**src/rtl/elevator_ctrl.sv**
```systemverilog
// Elevator cabin controller: latches floor requests, schedules them with a
// SCAN policy, and sequences the engine and door from plant sensor feedback.
//
// state   | meaning
// --------+---------------------------------------------------------------
// S_CLOSE | door close command active, waiting for sensor_door == 10
// S_IDLE  | door closed, engine stopped, choosing the next request
// S_MOVE  | engine running in dir, tracking floor pulses
// S_OPEN  | door open command active, waiting for sensor_door == 01
// S_HOLD  | door fully open, dwelling DOOR_HOLD cycles
// S_FAULT | sticky fault, engine and door idle until reset
module elevator_ctrl #(
    parameter int  FLOORS       = 8,
    parameter int  DOOR_HOLD    = 10,
    parameter int  DOOR_TIMEOUT = 20,
    parameter int  MOVE_TIMEOUT = 50,
    localparam int FW           = (FLOORS > 1) ? $clog2(FLOORS) : 1
) (
    input  logic              clk,
    input  logic              reset,
    input  logic [FLOORS-1:0] buttons,
    input  logic              sensor_up,
    input  logic              sensor_down,
    input  logic [1:0]        sensor_door,
    output logic [1:0]        engine,
    output logic [1:0]        door,
    output logic [FW-1:0]     floor,
    output logic [FLOORS-1:0] pending,
    output logic              fault
);

    localparam int T_MAX0 = (DOOR_TIMEOUT > MOVE_TIMEOUT) ? DOOR_TIMEOUT : MOVE_TIMEOUT;
    localparam int T_MAX  = (DOOR_HOLD > T_MAX0) ? DOOR_HOLD : T_MAX0;
    // Saturate one above the largest limit so "timer > limit" can still fire for it.
    localparam int TW = $clog2(T_MAX + 2);

    localparam logic [TW-1:0] T_SAT      = TW'(T_MAX + 1);
    localparam logic [TW-1:0] T_DOOR     = TW'(DOOR_TIMEOUT);
    localparam logic [TW-1:0] T_MOVE     = TW'(MOVE_TIMEOUT);
    localparam logic [TW-1:0] T_HOLD_END = TW'(DOOR_HOLD - 1);
    localparam logic [FW-1:0] TOP_FLOOR  = FW'(FLOORS - 1);

    localparam logic [1:0] ENG_STOP   = 2'b00;
    localparam logic [1:0] ENG_UP     = 2'b01;
    localparam logic [1:0] ENG_DOWN   = 2'b10;
    localparam logic [1:0] DOOR_IDLE  = 2'b00;
    localparam logic [1:0] DOOR_OPEN  = 2'b01;
    localparam logic [1:0] DOOR_CLOSE = 2'b10;
    localparam logic [1:0] SENS_OPEN  = 2'b01;
    localparam logic [1:0] SENS_SHUT  = 2'b10;

    typedef enum logic [2:0] {
        S_CLOSE,
        S_IDLE,
        S_MOVE,
        S_OPEN,
        S_HOLD,
        S_FAULT
    } state_t;

    state_t            state;
    state_t            state_nxt;
    logic              dir_up;
    logic              dir_up_nxt;
    logic [FW-1:0]     floor_nxt;
    logic [TW-1:0]     timer;
    logic              timer_clr;
    logic              step_taken;
    logic              hold_press;
    logic              req_here;
    logic              req_above;
    logic              req_below;
    logic [FLOORS-1:0] floor_oh;
    logic [FLOORS-1:0] btn_mask;
    logic [FLOORS-1:0] clr;

    // Summarise latched requests relative to the current floor.
    always_comb begin
        req_above = 1'b0;
        req_below = 1'b0;
        for (int i = 0; i < FLOORS; i++) begin
            if (i > int'(floor)) req_above = req_above | pending[i];
            if (i < int'(floor)) req_below = req_below | pending[i];
        end
        floor_oh = FLOORS'(1) << floor;
        req_here = |(pending & floor_oh);
    end

    // Pressing the current floor while the door is open extends the dwell.
    always_comb begin
        hold_press = (state == S_HOLD) && (|(buttons & floor_oh));
    end

    // Next-state, direction and floor tracking.
    always_comb begin
        state_nxt  = state;
        dir_up_nxt = dir_up;
        floor_nxt  = floor;
        step_taken = 1'b0;
        case (state)
            S_CLOSE: begin
                if (sensor_door == SENS_SHUT) state_nxt = S_IDLE;
                else if (timer > T_DOOR)      state_nxt = S_FAULT;
            end
            S_IDLE: begin
                if (req_here) begin
                    state_nxt = S_OPEN;
                end else if (dir_up ? req_above : req_below) begin
                    state_nxt = S_MOVE;
                end else if (dir_up ? req_below : req_above) begin
                    dir_up_nxt = ~dir_up;
                    state_nxt  = S_MOVE;
                end
            end
            S_MOVE: begin
                if (sensor_up) begin
                    if (!dir_up || floor == TOP_FLOOR) begin
                        state_nxt = S_FAULT;
                    end else begin
                        floor_nxt  = floor + FW'(1);
                        step_taken = 1'b1;
                    end
                end else if (sensor_down) begin
                    if (dir_up || floor == '0) begin
                        state_nxt = S_FAULT;
                    end else begin
                        floor_nxt  = floor - FW'(1);
                        step_taken = 1'b1;
                    end
                end else if (timer > T_MOVE) begin
                    state_nxt = S_FAULT;
                end
                if (step_taken && pending[floor_nxt]) state_nxt = S_OPEN;
            end
            S_OPEN: begin
                if (sensor_door == SENS_OPEN) state_nxt = S_HOLD;
                else if (timer > T_DOOR)      state_nxt = S_FAULT;
            end
            S_HOLD: begin
                if (timer >= T_HOLD_END && !hold_press) state_nxt = S_CLOSE;
            end
            S_FAULT: begin
                state_nxt = S_FAULT;
            end
            default: begin
                state_nxt = S_FAULT;
            end
        endcase
        // Both floor sensors at once means the plant is inconsistent.
        if (sensor_up && sensor_down && state != S_FAULT) begin
            state_nxt  = S_FAULT;
            dir_up_nxt = dir_up;
            floor_nxt  = floor;
            step_taken = 1'b0;
        end
    end

    // Request masking on the open floor and clearing on door-open entry.
    always_comb begin
        btn_mask = (state == S_OPEN || state == S_HOLD) ? floor_oh : '0;
        clr      = (state_nxt == S_OPEN && state != S_OPEN) ? (FLOORS'(1) << floor_nxt) : '0;
        timer_clr = (state_nxt != state) || step_taken || hold_press;
    end

    // State, direction and floor registers.
    always_ff @(posedge clk or negedge reset) begin
        if (!reset) begin
            state  <= S_CLOSE;
            dir_up <= 1'b1;
            floor  <= '0;
        end else begin
            state  <= state_nxt;
            dir_up <= dir_up_nxt;
            floor  <= floor_nxt;
        end
    end

    // Shared saturating timer, restarted on every state change or floor pulse.
    always_ff @(posedge clk or negedge reset) begin
        if (!reset) begin
            timer <= '0;
        end else if (timer_clr) begin
            timer <= '0;
        end else if (timer != T_SAT) begin
            timer <= timer + TW'(1);
        end
    end

    // Request latch keeps accumulating in every state, including fault.
    always_ff @(posedge clk or negedge reset) begin
        if (!reset) begin
            pending <= '0;
        end else begin
            pending <= (pending | (buttons & ~btn_mask)) & ~clr;
        end
    end

    // Registered plant commands decoded from the upcoming state.
    always_ff @(posedge clk or negedge reset) begin
        if (!reset) begin
            engine <= ENG_STOP;
            door   <= DOOR_IDLE;
            fault  <= 1'b0;
        end else begin
            engine <= (state_nxt == S_MOVE) ? (dir_up_nxt ? ENG_UP : ENG_DOWN) : ENG_STOP;
            case (state_nxt)
                S_OPEN:  door <= DOOR_OPEN;
                S_CLOSE: door <= DOOR_CLOSE;
                default: door <= DOOR_IDLE;
            endcase
            fault  <= (state_nxt == S_FAULT);
        end
    end

endmodule

```
**config.mk**
```make
export PLATFORM = sky130hd
export DESIGN_NAME = elevator_ctrl
export DESIGN_NICKNAME = d
export VERILOG_FILES = /design/src/rtl/elevator_ctrl.sv
export SDC_FILE = /design/constraint.sdc
export NUM_CORES = 1
export LEC_CHECK = 0
export ABC_AREA = 1
export BUFFER_PORTS_ARGS = -buffer_cell sky130_fd_sc_hd__buf_2
export CORE_MARGIN = 3
export CORE_UTILIZATION = 58
export CTS_BUF_LIST = sky130_fd_sc_hd__clkbuf_16
export CTS_CLUSTER_SIZE = 25
export DETAILED_ROUTE_END_ITERATION = 10
export PLACE_DENSITY_LB_ADDON = 0.2
export SYNTH_ARGS = -nofsm -noshare
export SYNTH_HDL_FRONTEND = slang
export SYNTH_SLANG_ARGS = --single-unit
```
**constraint.sdc**
```tcl
create_clock -name clk -period 3.1 [get_ports clk]
set_input_delay 0.155 -clock clk [delete_from_list [all_inputs] [get_ports clk]]
set_output_delay 0.155 -clock clk [all_outputs]
set_load 0.02 [all_outputs]
```
==> qor.yml <==
period_needed_ns: 2.70
cts_tree: "built"
synth_area_per_cell_um2: 6.76
io_pins: 30
worstReg2RegEnd: "timer[3]"
synthArstFlopShare_pct: 100
dp_hpwl_um: 4140
cts_buffers: 3
tightest_slew_ns: 0.640
gr-total-overflow: 0
grt_pass1_wl_um: 8880
cts_setup_buffers: 0
cpPeakStageDelay_ns: 0.56
clock_power_share_pct: 26.6
first_global_vias: 1963
place_inst: 393
vias: 2163
die_y_um: 66.9
syn_area_um2: 2150
clock.fmax_mhz: 371
rr_worst_depth: 18
synth_cell_type_count: 33
worstPathCellList: "ha_1 > ha_1 > inv_1 > nand2_2 > nand2_4 > nand2_4 > nand2_4 > nand2_2 > nand2_1 > nand3_1 > nand3_1 > nand3_1 > nand2_1 > nand2_1 > nand2_2 > a21oi_2 > nand3_2 > nor2_1"
final-instance-count-excl-fill: 398
p_switching_mw: 0.374
start_util_pct: 62.5
synth_fp_nets: 343
wl_per_cell_um: 13.2
end_kind: "flop"
fin_nets: 378
synthToLayoutAreaGrowth_pct: 13.7
netlist_instances: 318
synth_top_flop_cell: "dfrtp_1"
dp_slack_ns: 0.457
holdPathEnd: "pending[4]"
finalWorstSetupSlack_ns: 0.403
ant_nets: 0
port_buffers: 29
p_sw_share_pct: 35.2
clockBufferDepth: 2
cts_max_level: 1
cp.required_ns: 3.29
synth_top_area_share_pct: 29.1
antenna_found_initial: 0
fin_skew_ns: 0.00344
criticalPathCategory: "reg -> reg"
coreArea_um2: 3440
cp_slowest_cell: "dfrtp_1"
clock-sinks: 26
slew_viol_final: 0
status: "finished, final reports clean"
path_max_fanout: 8
hold_path_depth: 3
fin_tns_setup_ns: 0
grtUsageTotal_pct: 25.9
clockRootBuffer: "clkbuf_16"
num_rows: 21
whs_ns: 0.176
diodes: 0
cp-start-kind: "flop"
die-area_um2: 4470
post-synth-top-count-cell: "nand2_1"
intPower_mw: 0.689
viasPerCell: 5.43
finalSetupViolCount: 0
power.leakage_nw: 1.26
yosys.area.top_type: "dfrtp_1"
wl_um: 5250
drc_errors: 0
rsz0062_at_grt: "false"
hold_viol: 0
ys_ff_latch: 26
min-delay-start: "buttons[4]"
worst_ir_drop_vdd_uv: 450
r2r_slack_ns: 0.40
hp-class: "in -> reg"
comb_power_share_pct: 31.6
synth_edf_count: 0
power_frac_seq_pct: 41.8
gp_congestion: 0.954
drv_cap: 0
fin_crit_sh_pct: 87.0
critical_path_arrival_ns: 2.89
reg2reg_from: "floor[0]"
synth_common_cells: "nand2_1 (69), nor2_1 (47), inv_1 (46), nand3_1 (29), dfrtp_1 (25)"
die_width_um: 66.9
synth-seq-area-share_pct: 30.3
synth_area_leaders: "dfrtp_1 (29%), nand2_1 (12%), nor2_1 (8.2%)"
ys_warn_count: 0
powerDensity_nw_per_um2: 435
grt_max_degree: 27
drive_gt1_share_pct: 17.0
drt_iter0_markers: 219
clk_latency_ns: 0.26
path_clk_slew_ns: 0.06
first_pass_iters: 5
cp_top_family: "simple AND/OR/NAND/NOR gates"
holdBufCountCts: 1
ctsResizeCount: 0
critPathBufInv: 1
slew_headroom_pct: 57.0
finalPower_mw: 1.06
==> worst max-delay path by stage <==
| stage | from | depth (start not counted) | to | slack (ns) |
|---|---|---|---|---|
| 2_1_floorplan | floor[0] | 19 | timer[0] | 0.73 |
| 3_3_place_gp | floor[0] | 18 | pending[1] | 0.49 |
| 3_5_place_dp | floor[0] | 19 | timer[3] | 0.46 |
| 4_1_cts | floor[0] | 18 | timer[3] | 0.43 |
| 5_1_grt | floor[0] | 18 | timer[3] | 0.09 |
| 6_report | floor[0] | 18 | timer[3] | 0.40 |
==> placed cells by master, fill, tap and decap left out, types with 3 or more instances in the layout <==
cell,instances
buf_2,29
nand2_1,69
nand4_1,6
a21oi_1,18
inv_1,46
o21ai_0,13
nor3_2,3
o211ai_1,3
xor2_1,4
nand2_2,7
o21bai_1,3
nor2_1,47
nand2_4,5
dfrtp_1,25
ha_1,11
nor3_1,4
nand3_1,29
inv_2,3
clkbuf_16,3
==> layer usage <==
| layer | up-vias | global-route usage (%) | wire (um) |
|---|---|---|---|
| li1 | 1094 | - | - |
| met1 | 975 | 36.8 | 2380 |
| met4 | 0 | 6.33 | 40 |
| met3 | 7 | 4.22 | 422 |
| met5 | - | 0 | 0 |
| met2 | 87 | 40.7 | 2410 |
==> power by group through the flow <==
stage | Sequential [mW] | Combinational [mW] | Clock (mW)
after floorplan | 0.441 | 0.257 | 0
after global placement | 0.449 | 0.332 | 0
after detailed placement | 0.450 | 0.333 | 0
after CTS | 0.443 | 0.337 | 0.286
after global routing | 0.455 | 0.391 | 0.302
final | 0.445 | 0.336 | 0.283
==> worst reg2reg max path: stages (launching register included) <==
cell     delay (ns)
dfrtp_1        0.56
ha_1           0.25
ha_1           0.23
inv_1          0.09
nand2_2        0.12
nand2_4        0.11
nand2_4        0.10
nand2_4        0.07
nand2_2        0.11
nand2_1        0.06
nand3_1        0.06
nand3_1        0.06
nand3_1        0.10
nand2_1        0.06
nand2_1        0.07
nand2_2        0.12
a21oi_2        0.19
nand3_2        0.15
nor2_1         0.12
==> registers in the layout, summed over array words and instances, names as in the netlist <==
signal and flops:
pending 8, timer 6, floor 3, state 3, door 2, engine 2, dir_up 1, fault 1
==> cell type report <==
| class | instances | area [um2] |
|---|---|---|
| multi-input cells | 241 | 1300 |
| inverters | 49 | 184 |
| clock inverters | 1 | 3.75 |
| fillers | 300 | 998 |
| flip-flops and latches | 26 | 652 |
| repair buffers | 32 | 170 |
| well taps | 46 | 57.6 |
| clock buffers | 3 | 75.1 |
==> logic make-up after synthesis <==
| logic type | after synthesis | synth area share (%) |
|---|---|---|
| AO/OA/AOI/OAI | 46 | 12.1 |
| XOR/XNOR | 5 | 2.04 |
| adder cells (fa/ha/maj) | 11 | 6.40 |
| buffers and inverters | 51 | 9.14 |
| flip-flops | 26 | 30.3 |
| AND/OR/NAND/NOR | 179 | 40.0 |
==> through the flow <==
step	instance area, um2	utilization, %
2_1_floorplan	2150	-
3_3_place_gp	2350	68.4
6_report	2440	71.0
5_1_grt	2440	71.0
3_5_place_dp	2350	68.4
4_1_cts	2440	71.0
Note: power is estimated with default switching activity, not from simulation.
